--- config.mk ---
export PLATFORM = sky130hd
export DESIGN_NAME = writeback_arbiter
export DESIGN_NICKNAME = d
export VERILOG_FILES = /design/src/rtl/wb_pkg.sv /design/src/rtl/wb_fifo.sv /design/src/rtl/writeback_arbiter.sv
export SDC_FILE = /design/constraint.sdc
export NUM_CORES = 1
export LEC_CHECK = 0
export BUFFER_PORTS_ARGS = -buffer_cell sky130_fd_sc_hd__buf_2
export CAP_MARGIN = 5
export CORE_ASPECT_RATIO = 1.5
export CORE_MARGIN = 1.5
export CORE_UTILIZATION = 51
export CTS_CLUSTER_DIAMETER = 40
export CTS_CLUSTER_SIZE = 16
export DETAILED_ROUTE_END_ITERATION = 10
export PLACE_DENSITY = 0.86
export SKIP_CTS_REPAIR_TIMING = 1
export SLEW_MARGIN = 20
export SYNTH_ARGS = -nofsm -noshare
export SYNTH_HDL_FRONTEND = slang
export SYNTH_SLANG_ARGS = --single-unit
--- constraint.sdc ---
create_clock -name clk -period 2.5 [get_ports clk]
set_input_delay 0.625 -clock clk [delete_from_list [all_inputs] [get_ports clk]]
set_output_delay 0.625 -clock clk [all_outputs]
set_load 0.03 [all_outputs]
--- src/rtl/wb_pkg.sv ---
// wb_pkg: shared types and constants for the writeback arbiter slice.
//   XLEN       : result data width carried in a buffered writeback request
//   REG_ADDR_W : register file address width
//   REG_ZERO   : architectural zero register (writes to it are dropped)
//   wb_req_t   : one buffered writeback request {rd, data}
package wb_pkg;

    localparam int XLEN       = 32;
    localparam int REG_ADDR_W = 5;

    localparam logic [REG_ADDR_W-1:0] REG_ZERO = 5'd0;

    typedef struct packed {
        logic [4:0]      rd;
        logic [XLEN-1:0] data;
    } wb_req_t;

endpackage

--- src/rtl/wb_fifo.sv ---
// wb_fifo: synchronous FIFO of wb_req_t used to buffer long-latency results.
// Ports:
//   clk, rst_n      : clock, asynchronous active-low reset (empties the FIFO)
//   push, push_data : write an entry at the tail (ignored when full)
//   pop, pop_data   : pop_data is the head entry; pop removes it (ignored when empty)
//   full, empty     : occupancy flags derived from the registered count
//   count           : number of stored entries, 0..DEPTH
// DEPTH must be a power of two (pointers wrap by natural overflow), at least 2.
module wb_fifo
    import wb_pkg::*;
#(
    parameter int DEPTH = 4
) (
    input  logic                     clk,
    input  logic                     rst_n,
    input  logic                     push,
    input  wb_req_t                  push_data,
    input  logic                     pop,
    output wb_req_t                  pop_data,
    output logic                     full,
    output logic                     empty,
    output logic [$clog2(DEPTH):0]   count
);

    localparam int AW = $clog2(DEPTH);
    localparam int CW = AW + 1;

    wb_req_t         mem_r [DEPTH];
    logic [AW-1:0]   wr_ptr_r;
    logic [AW-1:0]   rd_ptr_r;
    logic [CW-1:0]   count_r;
    logic            push_ok_s;
    logic            pop_ok_s;

    assign full      = (count_r == CW'(DEPTH));
    assign empty     = (count_r == {CW{1'b0}});
    assign count     = count_r;
    assign pop_data  = mem_r[rd_ptr_r];
    assign push_ok_s = push & ~full;
    assign pop_ok_s  = pop & ~empty;

    // Storage array; contents need no reset because count gates visibility.
    always_ff @(posedge clk) begin
        if (push_ok_s) begin
            mem_r[wr_ptr_r] <= push_data;
        end
    end

    // Pointers and occupancy count.
    always_ff @(posedge clk or negedge rst_n) begin
        if (!rst_n) begin
            wr_ptr_r <= {AW{1'b0}};
            rd_ptr_r <= {AW{1'b0}};
            count_r  <= {CW{1'b0}};
        end else begin
            if (push_ok_s) begin
                wr_ptr_r <= wr_ptr_r + AW'(1);
            end
            if (pop_ok_s) begin
                rd_ptr_r <= rd_ptr_r + AW'(1);
            end
            count_r <= count_r + CW'(push_ok_s) - CW'(pop_ok_s);
        end
    end

endmodule

--- src/rtl/writeback_arbiter.sv ---
// writeback_arbiter: drives the register file write port (a3/we3/wd3).
// Merges the single-cycle ALU stream with a ready/valid long-latency stream.
// Long-latency results wait in a wb_fifo; a starvation guard raises alu_stall
// so that a waiting FIFO head is always drained.
// Ports:
//   clk, rst_n                      : clock, asynchronous active-low reset
//   alu_valid/alu_rd/alu_data       : ALU result
//   alu_accept                      : ALU result consumed this cycle
//   alu_stall                       : registered; upstream holds the ALU result
//   ll_valid/ll_ready/ll_rd/ll_data : long-latency ready/valid input
//   we3/a3/wd3                      : registered register file write
//   ll_pending                      : FIFO non-empty
// Optional macro WB_BYPASS_EN adds fwd_rs1/2 inputs and fwd_hit1/2,
// fwd_data1/2 outputs covering the same-cycle write/read window.
module writeback_arbiter
    import wb_pkg::*;
#(
    parameter int XLEN         = 32,
    parameter int FIFO_DEPTH   = 4,
    parameter int STARVE_LIMIT = 4
) (
    input  logic            clk,
    input  logic            rst_n,
    input  logic            alu_valid,
    input  logic [4:0]      alu_rd,
    input  logic [XLEN-1:0] alu_data,
    output logic            alu_accept,
    output logic            alu_stall,
    input  logic            ll_valid,
    output logic            ll_ready,
    input  logic [4:0]      ll_rd,
    input  logic [XLEN-1:0] ll_data,
    output logic            we3,
    output logic [4:0]      a3,
    output logic [XLEN-1:0] wd3,
    output logic            ll_pending
`ifdef WB_BYPASS_EN
    ,
    input  logic [4:0]      fwd_rs1,
    input  logic [4:0]      fwd_rs2,
    output logic            fwd_hit1,
    output logic            fwd_hit2,
    output logic [XLEN-1:0] fwd_data1,
    output logic [XLEN-1:0] fwd_data2
`endif
);

    localparam int CNT_W = $clog2(FIFO_DEPTH) + 1;
    // Wide enough to hold STARVE_LIMIT + 1 without wrapping.
    localparam int SW    = $clog2(STARVE_LIMIT + 1) + 1;

    wb_req_t          push_req_s;
    wb_req_t          head_s;
    logic             push_s;
    logic             pop_s;
    logic             full_s;
    logic             empty_s;
    logic [CNT_W-1:0] count_s;

    logic             sel_valid_s;
    logic [4:0]       sel_rd_s;
    logic [XLEN-1:0]  sel_data_s;
    logic             we_next_s;

    logic [SW-1:0]    cnt_r;
    logic [SW-1:0]    cnt_inc_s;
    logic [SW-1:0]    cnt_next_s;
    logic             stall_next_s;

    logic             we3_r;
    logic [4:0]       a3_r;
    logic [XLEN-1:0]  wd3_r;
    logic             alu_stall_r;

    assign push_req_s.rd   = ll_rd;
    assign push_req_s.data = ll_data;

    assign ll_ready   = (count_s < CNT_W'(FIFO_DEPTH));
    assign ll_pending = ~empty_s;
    assign push_s     = ll_valid & ~full_s;
    assign alu_accept = alu_valid & ~alu_stall_r;
    // The FIFO head only wins when the ALU is not consumed; a same-cycle push
    // into an empty FIFO is not visible yet, so there is no flow-through.
    assign pop_s      = ~alu_accept & ~empty_s;

    wb_fifo #(
        .DEPTH     (FIFO_DEPTH)
    ) u_fifo (
        .clk       (clk),
        .rst_n     (rst_n),
        .push      (push_s),
        .push_data (push_req_s),
        .pop       (pop_s),
        .pop_data  (head_s),
        .full      (full_s),
        .empty     (empty_s),
        .count     (count_s)
    );

    // Source selection: ALU first, then FIFO head, else nothing.
    always_comb begin
        sel_valid_s = 1'b0;
        sel_rd_s    = REG_ZERO;
        sel_data_s  = {XLEN{1'b0}};
        if (alu_accept) begin
            sel_valid_s = 1'b1;
            sel_rd_s    = alu_rd;
            sel_data_s  = alu_data;
        end else if (!empty_s) begin
            sel_valid_s = 1'b1;
            sel_rd_s    = head_s.rd;
            sel_data_s  = head_s.data;
        end else begin
            sel_valid_s = 1'b0;
        end
        // A consumed write to x0 is dropped here, leaving a3/wd3 untouched.
        we_next_s = sel_valid_s & (sel_rd_s != REG_ZERO);
    end

    // Starvation counter: counts cycles the head waits without being popped.
    always_comb begin
        cnt_inc_s    = cnt_r + SW'(1);
        cnt_next_s   = {SW{1'b0}};
        stall_next_s = 1'b0;
        if (empty_s || pop_s) begin
            cnt_next_s   = {SW{1'b0}};
            stall_next_s = 1'b0;
        end else begin
            cnt_next_s   = cnt_inc_s;
            stall_next_s = (cnt_inc_s >= SW'(STARVE_LIMIT));
        end
    end

    // Output write port and starvation state registers.
    always_ff @(posedge clk or negedge rst_n) begin
        if (!rst_n) begin
            we3_r       <= 1'b0;
            a3_r        <= 5'd0;
            wd3_r       <= {XLEN{1'b0}};
            alu_stall_r <= 1'b0;
            cnt_r       <= {SW{1'b0}};
        end else begin
            we3_r       <= we_next_s;
            if (we_next_s) begin
                a3_r  <= sel_rd_s;
                wd3_r <= sel_data_s;
            end
            alu_stall_r <= stall_next_s;
            cnt_r       <= cnt_next_s;
        end
    end

    assign we3       = we3_r;
    assign a3        = a3_r;
    assign wd3       = wd3_r;
    assign alu_stall = alu_stall_r;

`ifdef WB_BYPASS_EN
    // Forward the in-flight write to readers of the same register this cycle.
    assign fwd_hit1  = we3_r & (a3_r == fwd_rs1) & (fwd_rs1 != REG_ZERO);
    assign fwd_hit2  = we3_r & (a3_r == fwd_rs2) & (fwd_rs2 != REG_ZERO);
    assign fwd_data1 = fwd_hit1 ? wd3_r : {XLEN{1'b0}};
    assign fwd_data2 = fwd_hit2 ? wd3_r : {XLEN{1'b0}};
`endif

endmodule
# Word-level counts from Yosys, hierarchy flattened
# Memories as Yosys holds them, arrays and structs flattened.
# Cells that the tools add are included.
dict set report classes {
  add_sub_neg 5
  n_lt_le_gt_ge 2
  bitwise_logic 10
  eq_ne 1
  mux 10
  n_reduce_logical 3
}
# operator count
set ops {}
lappend ops {{$mux 32} 2}
lappend ops {{$mux 5} 2}
lappend ops {{$and 1x1->1} 6}
lappend ops {{$mux 1} 5}
lappend ops {{$reduce_bool 5->1} 1}
lappend ops {{$add 2x1->2 const B} 2}
lappend ops {{$add 4x1->4 const B} 1}
lappend ops {{$ge 4x3->1 const B} 1}
lappend ops {{$mux 4} 1}
lappend ops {{$not 1->1} 4}
lappend ops {{$add 3x1->3} 1}
lappend ops {{$eq 3x3->1 const B} 1}
lappend ops {{$logic_not 3->1} 1}
lappend ops {{$lt 3x3->1 const B} 1}
lappend ops {{$sub 3x1->3} 1}
lappend ops {{$logic_or 1x1->1} 1}
dict set report word_totals {
  ram_bits 148
  register_bits 50
  word_cells 40
  n_memories 1
  out_inout_bits 42
}
# memory depth word_bits rd rd_clocked_by_memory_dff wr line
set memory_table {}
lappend memory_table {u_fifo.mem_r 4 37 1 0 1 wb_fifo.sv:28} ;# wb_req_t mem_r [DEPTH];

# Depth between registers and ports, before layout
dict set report depth {
  ltp_word 6
  depth_mapped 11
}

# By module
# A second synthesis with hierarchy kept.
dict set report hier_totals {
  hier_cells 398
  area_unflattened_um2 7867.5
}
# module n_inst area_per_inst_um2 seq_area_each_um2 cells_each
set modules_own_cells {}
lappend modules_own_cells {wb_fifo 1 5796.8 4619.4 234}
lappend modules_own_cells {writeback_arbiter 1 2070.7 1076.0 164}

# Least setup slack after synthesis
# Ideal clock, no wire load.
dict set report synth_timing {
  path_type {register to register}
  startpoint {register u_fifo.count_r[2], in the netlist u_fifo.count[2]}
  endpoint {register u_fifo.count_r[2], in the netlist u_fifo.count[2]}
  n_path_buf 2
  t_required_ns 2.377
  slack_ns -0.215
  arrival_time_ns 2.592
  path_stages_with_launch 12
  path_cell_list {dfrtp_1 -> or3_1 -> clkbuf_1 -> nand2_1 -> inv_2 -> clkbuf_1 -> ha_1 -> inv_1 -> ha_1 -> fa_1 -> xnor2_1 -> xnor2_1}
}
dict set report synth_via {
  word_cells_on_any_way 10
}
# item line
set synth_lines {}
lappend synth_lines {{start, declared} wb_fifo.sv:31} ;# logic [CW-1:0] count_r;
lappend synth_lines {{start signal, assigned} wb_fifo.sv:54} ;# count_r <= {CW{1'b0}};
lappend synth_lines {{start signal, assigned} wb_fifo.sv:62} ;# count_r <= count_r + CW'(push_ok_s) - CW'(pop_ok_s);
lappend synth_lines {{$logic_not 3->1 (*)} wb_fifo.sv:36} ;# assign empty = (count_r == {CW{1'b0}});
lappend synth_lines {{$not 1->1 (*)} n/a}
lappend synth_lines {{net ll_pending} writeback_arbiter.sv:36} ;# output logic ll_pending
lappend synth_lines {{$and 1x1->1} writeback_arbiter.sv:84} ;# assign pop_s = ~alu_accept & ~empty_s;
lappend synth_lines {{$and 1x1->1 (*)} wb_fifo.sv:40} ;# assign pop_ok_s = pop & ~empty;
lappend synth_lines {{net u_fifo.pop_ok_s} wb_fifo.sv:33} ;# logic pop_ok_s;
lappend synth_lines {{$sub 3x1->3 (*)} wb_fifo.sv:62}
# The timed path passes the listed nets; every way through them passes the cells marked *.
# A chain may end at the register's enable or synchronous reset.

# Worst setup path after layout
dict set report layout_timing {
  startpoint {register u_fifo.rd_ptr_r[0]}
  endpoint {register wd3_r[18], in the netlist wd3[18]}
}
dict set report layout_via {
  elab_chain_len 5
  word_cells_on_any_way 7
}
# item line
set layout_rtl {}
lappend layout_rtl {{start, declared} wb_fifo.sv:30} ;# logic [AW-1:0] rd_ptr_r;
lappend layout_rtl {{start signal, assigned} wb_fifo.sv:53} ;# rd_ptr_r <= {AW{1'b0}};
lappend layout_rtl {{start signal, assigned} wb_fifo.sv:60} ;# rd_ptr_r <= rd_ptr_r + AW'(1);
lappend layout_rtl {{$mem_v2 4x37 (*)} n/a}
lappend layout_rtl {{$mux 5} writeback_arbiter.sv:109} ;# end else if (!empty_s) begin
lappend layout_rtl {{$mux 5} writeback_arbiter.sv:105} ;# if (alu_accept) begin
lappend layout_rtl {{$reduce_bool 5->1} writeback_arbiter.sv:117} ;# we_next_s = sel_valid_s & (sel_rd_s != REG_ZERO);
lappend layout_rtl {{$and 1x1->1} writeback_arbiter.sv:117}
lappend layout_rtl {{end signal, assigned} writeback_arbiter.sv:139} ;# wd3_r <= {XLEN{1'b0}};
lappend layout_rtl {{end signal, assigned} writeback_arbiter.sv:146} ;# wd3_r <= sel_data_s;
lappend layout_rtl {{end, declared} writeback_arbiter.sv:72} ;# logic [XLEN-1:0] wd3_r;
# Mark *: on every way between the ends. The rest lies on a longest branch, timed or not.

==> metrics.md <==
| Metric | Value |
|---|---|
| Fill cells | `1051` |
| Delay-heaviest family, CP | `multiplexers` |
| R2r setup slk | `180 ps` |
| Layout cells sized above 1 | `45.9%` |
| Busiest grt layer | `met2` |
| GRT Total Usage | `20.1%` |
| Fin. Hold Viols | `0` |
| Avg Cell Area, Syn | `20.2 um^2` |
| Worst-margin pin slew | `674 ps` |
| Core footprint | `15100 um^2` |
| Mean number of vias per cell | `5.56` |
| Async set or reset register ratio after synthesis | `25.3%` |
| PwrDens | `1240 nW/um^2` |
| Final setup vio count | `0` |
| Max incr delay on CP | `600 ps` |
| 1st-iter DRT viols | `217` |
| Element type at the critical path start | `register` |
| Area of the die | `16200 um^2` |
| Antenna Violating Nets Remaining | `0` |
| # DRC | `0` |
| Clock skew | `12.1 ps` |
| CTS tree | `built` |
| Type of destination of the critical path | `register` |
| CTS Sinks | `198` |
| Run status | `finished clean` |
| RSZ-0062 raised after global routing | `no` |
| Leakage Power | `3.68 nW` |
| Die Span X | `104 um` |
| FF+latch count, synth | `198` |
| Cells after Synth | `388` |
| Final Total Pwr | `11.6 mW` |
| Crit-path cells | `mux4_2 > nor4_4 > o211ai_4 > buf_4 > mux2_4` |
| Crit path kind | `register to register` |
| Die H | `155 um` |
| Total grt overflow | `0` |
| Slowest CP cell | `mux4_2` |
| Worst-case hold slack | `315 ps` |
| Worst slew margin | `55.1%` |
| Synth top area share | `56.6%` |
| Vias in the first global route | `4361` |
| Commonest cells after routing, fill and taps aside | `edfxtp_1 (148), buf_2 (119), dfrtp_1 (48)` |
| Drt total wl | `15600 um` |
| Mapped Area | `7850 um^2` |
| Main area contributors after synthesis | `edfxtp_1 (57%), dfrtp_1 (16%), mux4_2 (11%)` |
| Global-route wire length before repair | `24000 um` |
| Clk buf depth | `2` |
| Met2 Usage GRT | `35.8%` |
| FF+latch area | `5700 um^2` |
| Tcrit/Tclk final | `92.8%` |
| Met1 Use GR | `23.4%` |
| Met3 usage in global routing | `4.32%` |
| H-tree depth | `4` |
| Initial Util | `52.1%` |
| Pin count of the biggest net entering global routing | `51` |
| CP required | `2800 ps` |
| Worst-path clk slew | `70 ps` |
| Routability cong. | `0.742` |
| Post-synth EDFFs | `148` |
| Multi-input logic area | `2000 um^2` |
| Max-Cap Viols | `0` |
| Fin. max-slew vios | `0` |
| Skew-Pair Late Insertion Delay | `420 ps` |
| Mapped Nets | `474` |
| Arr. time, crit path | `2620 ps` |
| Count of different cell masters after synthesis | `33` |
| Site Rows | `55` |
| YS warnings | `0` |
| Wire length per cell | `21.2 um` |
| Setup tns final | `0 ps` |
| Layout Nets | `609` |
| Hold Path Class | `input port to asynchronous set/reset pin` |
| Most common cell after layout, fill and taps aside | `edfxtp_1` |
| Root buf cell | `clkbuf_16` |
| Final HPWL DP | `9980 um` |
| Synth Flop Type | `edfxtp_1` |
| Area added between synthesis and finish | `19.0%` |
| Final Critical Period | `2320 ps` |
| Max Freq | `431 MHz` |
| Antenna violations before repair | `1` |
| Synth area leader | `edfxtp_1` |
| Post-synthesis sequential area ratio | `72.6%` |
| IO Pins | `120` |
| Port bufs | `119` |
| DR pass1 iterations | `4` |
| CP Buf/Inv Count | `1` |
| Num CTS Buffers | `17` |
| CP Max Fanout | `21` |
| Max IR drop VDD | `0.582 mV` |
| Detailed-route via count | `4095` |
-- final timing paths --
path / start / endpoint / cells past startpoint
max reg2reg: u_fifo.rd_ptr_r[0] / wd3[18] / 5
min: rst_n / wd3[28] / 2
max in group asynchronous: rst_n / u_fifo.rd_ptr_r[0] / 2
max: u_fifo.rd_ptr_r[0] / wd3[18] / 5
min in group clk: ll_data[23] / u_fifo.mem_r[3][23] / 1
min reg2reg: cnt_r[0] / cnt_r[0] / 1
-- per-layer routing --
layer | wire (um) | part of all wire, %
met5 | 0 | 0
met4 | 393 | 2.5
met3 | 694 | 4.5
met2 | 8570 | 55
met1 | 5940 | 38
-- logic make-up after synthesis --
group,share of synthesized area (%)
AO/OA/AOI/OAI,5.00
multiplexers,16.4
buffers and inverters,2.01
flip-flops,72.6
AND/OR/NAND/NOR,1.77
XOR/XNOR,0.893
adder cells (fa/ha/maj),1.37
-- stage by stage --
stage	setup slack (ps)	instance area, um^2	std cells	util [%]
2_1_floorplan	2.64	7860	388	-
3_3_place_gp	252	8730	703	57.9
3_5_place_dp	180	8730	703	57.9
4_1_cts	142	9340	735	62.0
5_1_grt	66.4	9340	736	62.0
6_report	180	9340	736	62.0
-- registers in the layout (all words and copies together) (netlist names) --
register,count
a3,5
we3,1
u_fifo.wr_ptr_r,2
u_fifo.count,3
wd3,32
u_fifo.mem_r,148
alu_stall,1
u_fifo.rd_ptr_r,2
cnt_r,4
-- power breakdown --
part / total [mW] / switching, mW / internal (mW)
Combinational: 3.91 / 2.18 / 1.73
Sequential: 4.86 / 0.397 / 4.46
Clock: 2.85 / 1.16 / 1.69
Total: 11.6 / 3.74 / 7.88
-- layout make-up --
cell class	count	share of cell area, %
Sequential cell	198	61.0
Clock inverter	11	1.85
Timing Repair Buffer	136	7.74
Antenna cell	1	0.0268
Inverter	14	0.562
Multi-Input combinational cell	156	21.5
Clock buffer	21	4.71
Tap cell	199	2.67
-- worst register-to-register path, stage by stage (launching register included) --
cell      delay (ps)
dfrtp_2          510
mux4_2           600
nor4_4           360
o211ai_4         110
buf_4            270
mux2_4           360
-- cells in the mapped netlist (all sizes together) (4+ instances only) --
cell	instances
inv	14
o211ai	5
mux2	32
ha	7
a22o	32
clkbuf	12
dfrtp	50
edfxtp	148
nand2	13
xnor2	6
and2	4
buf	8
mux4	37
Power figures use the tool's default switching activity.
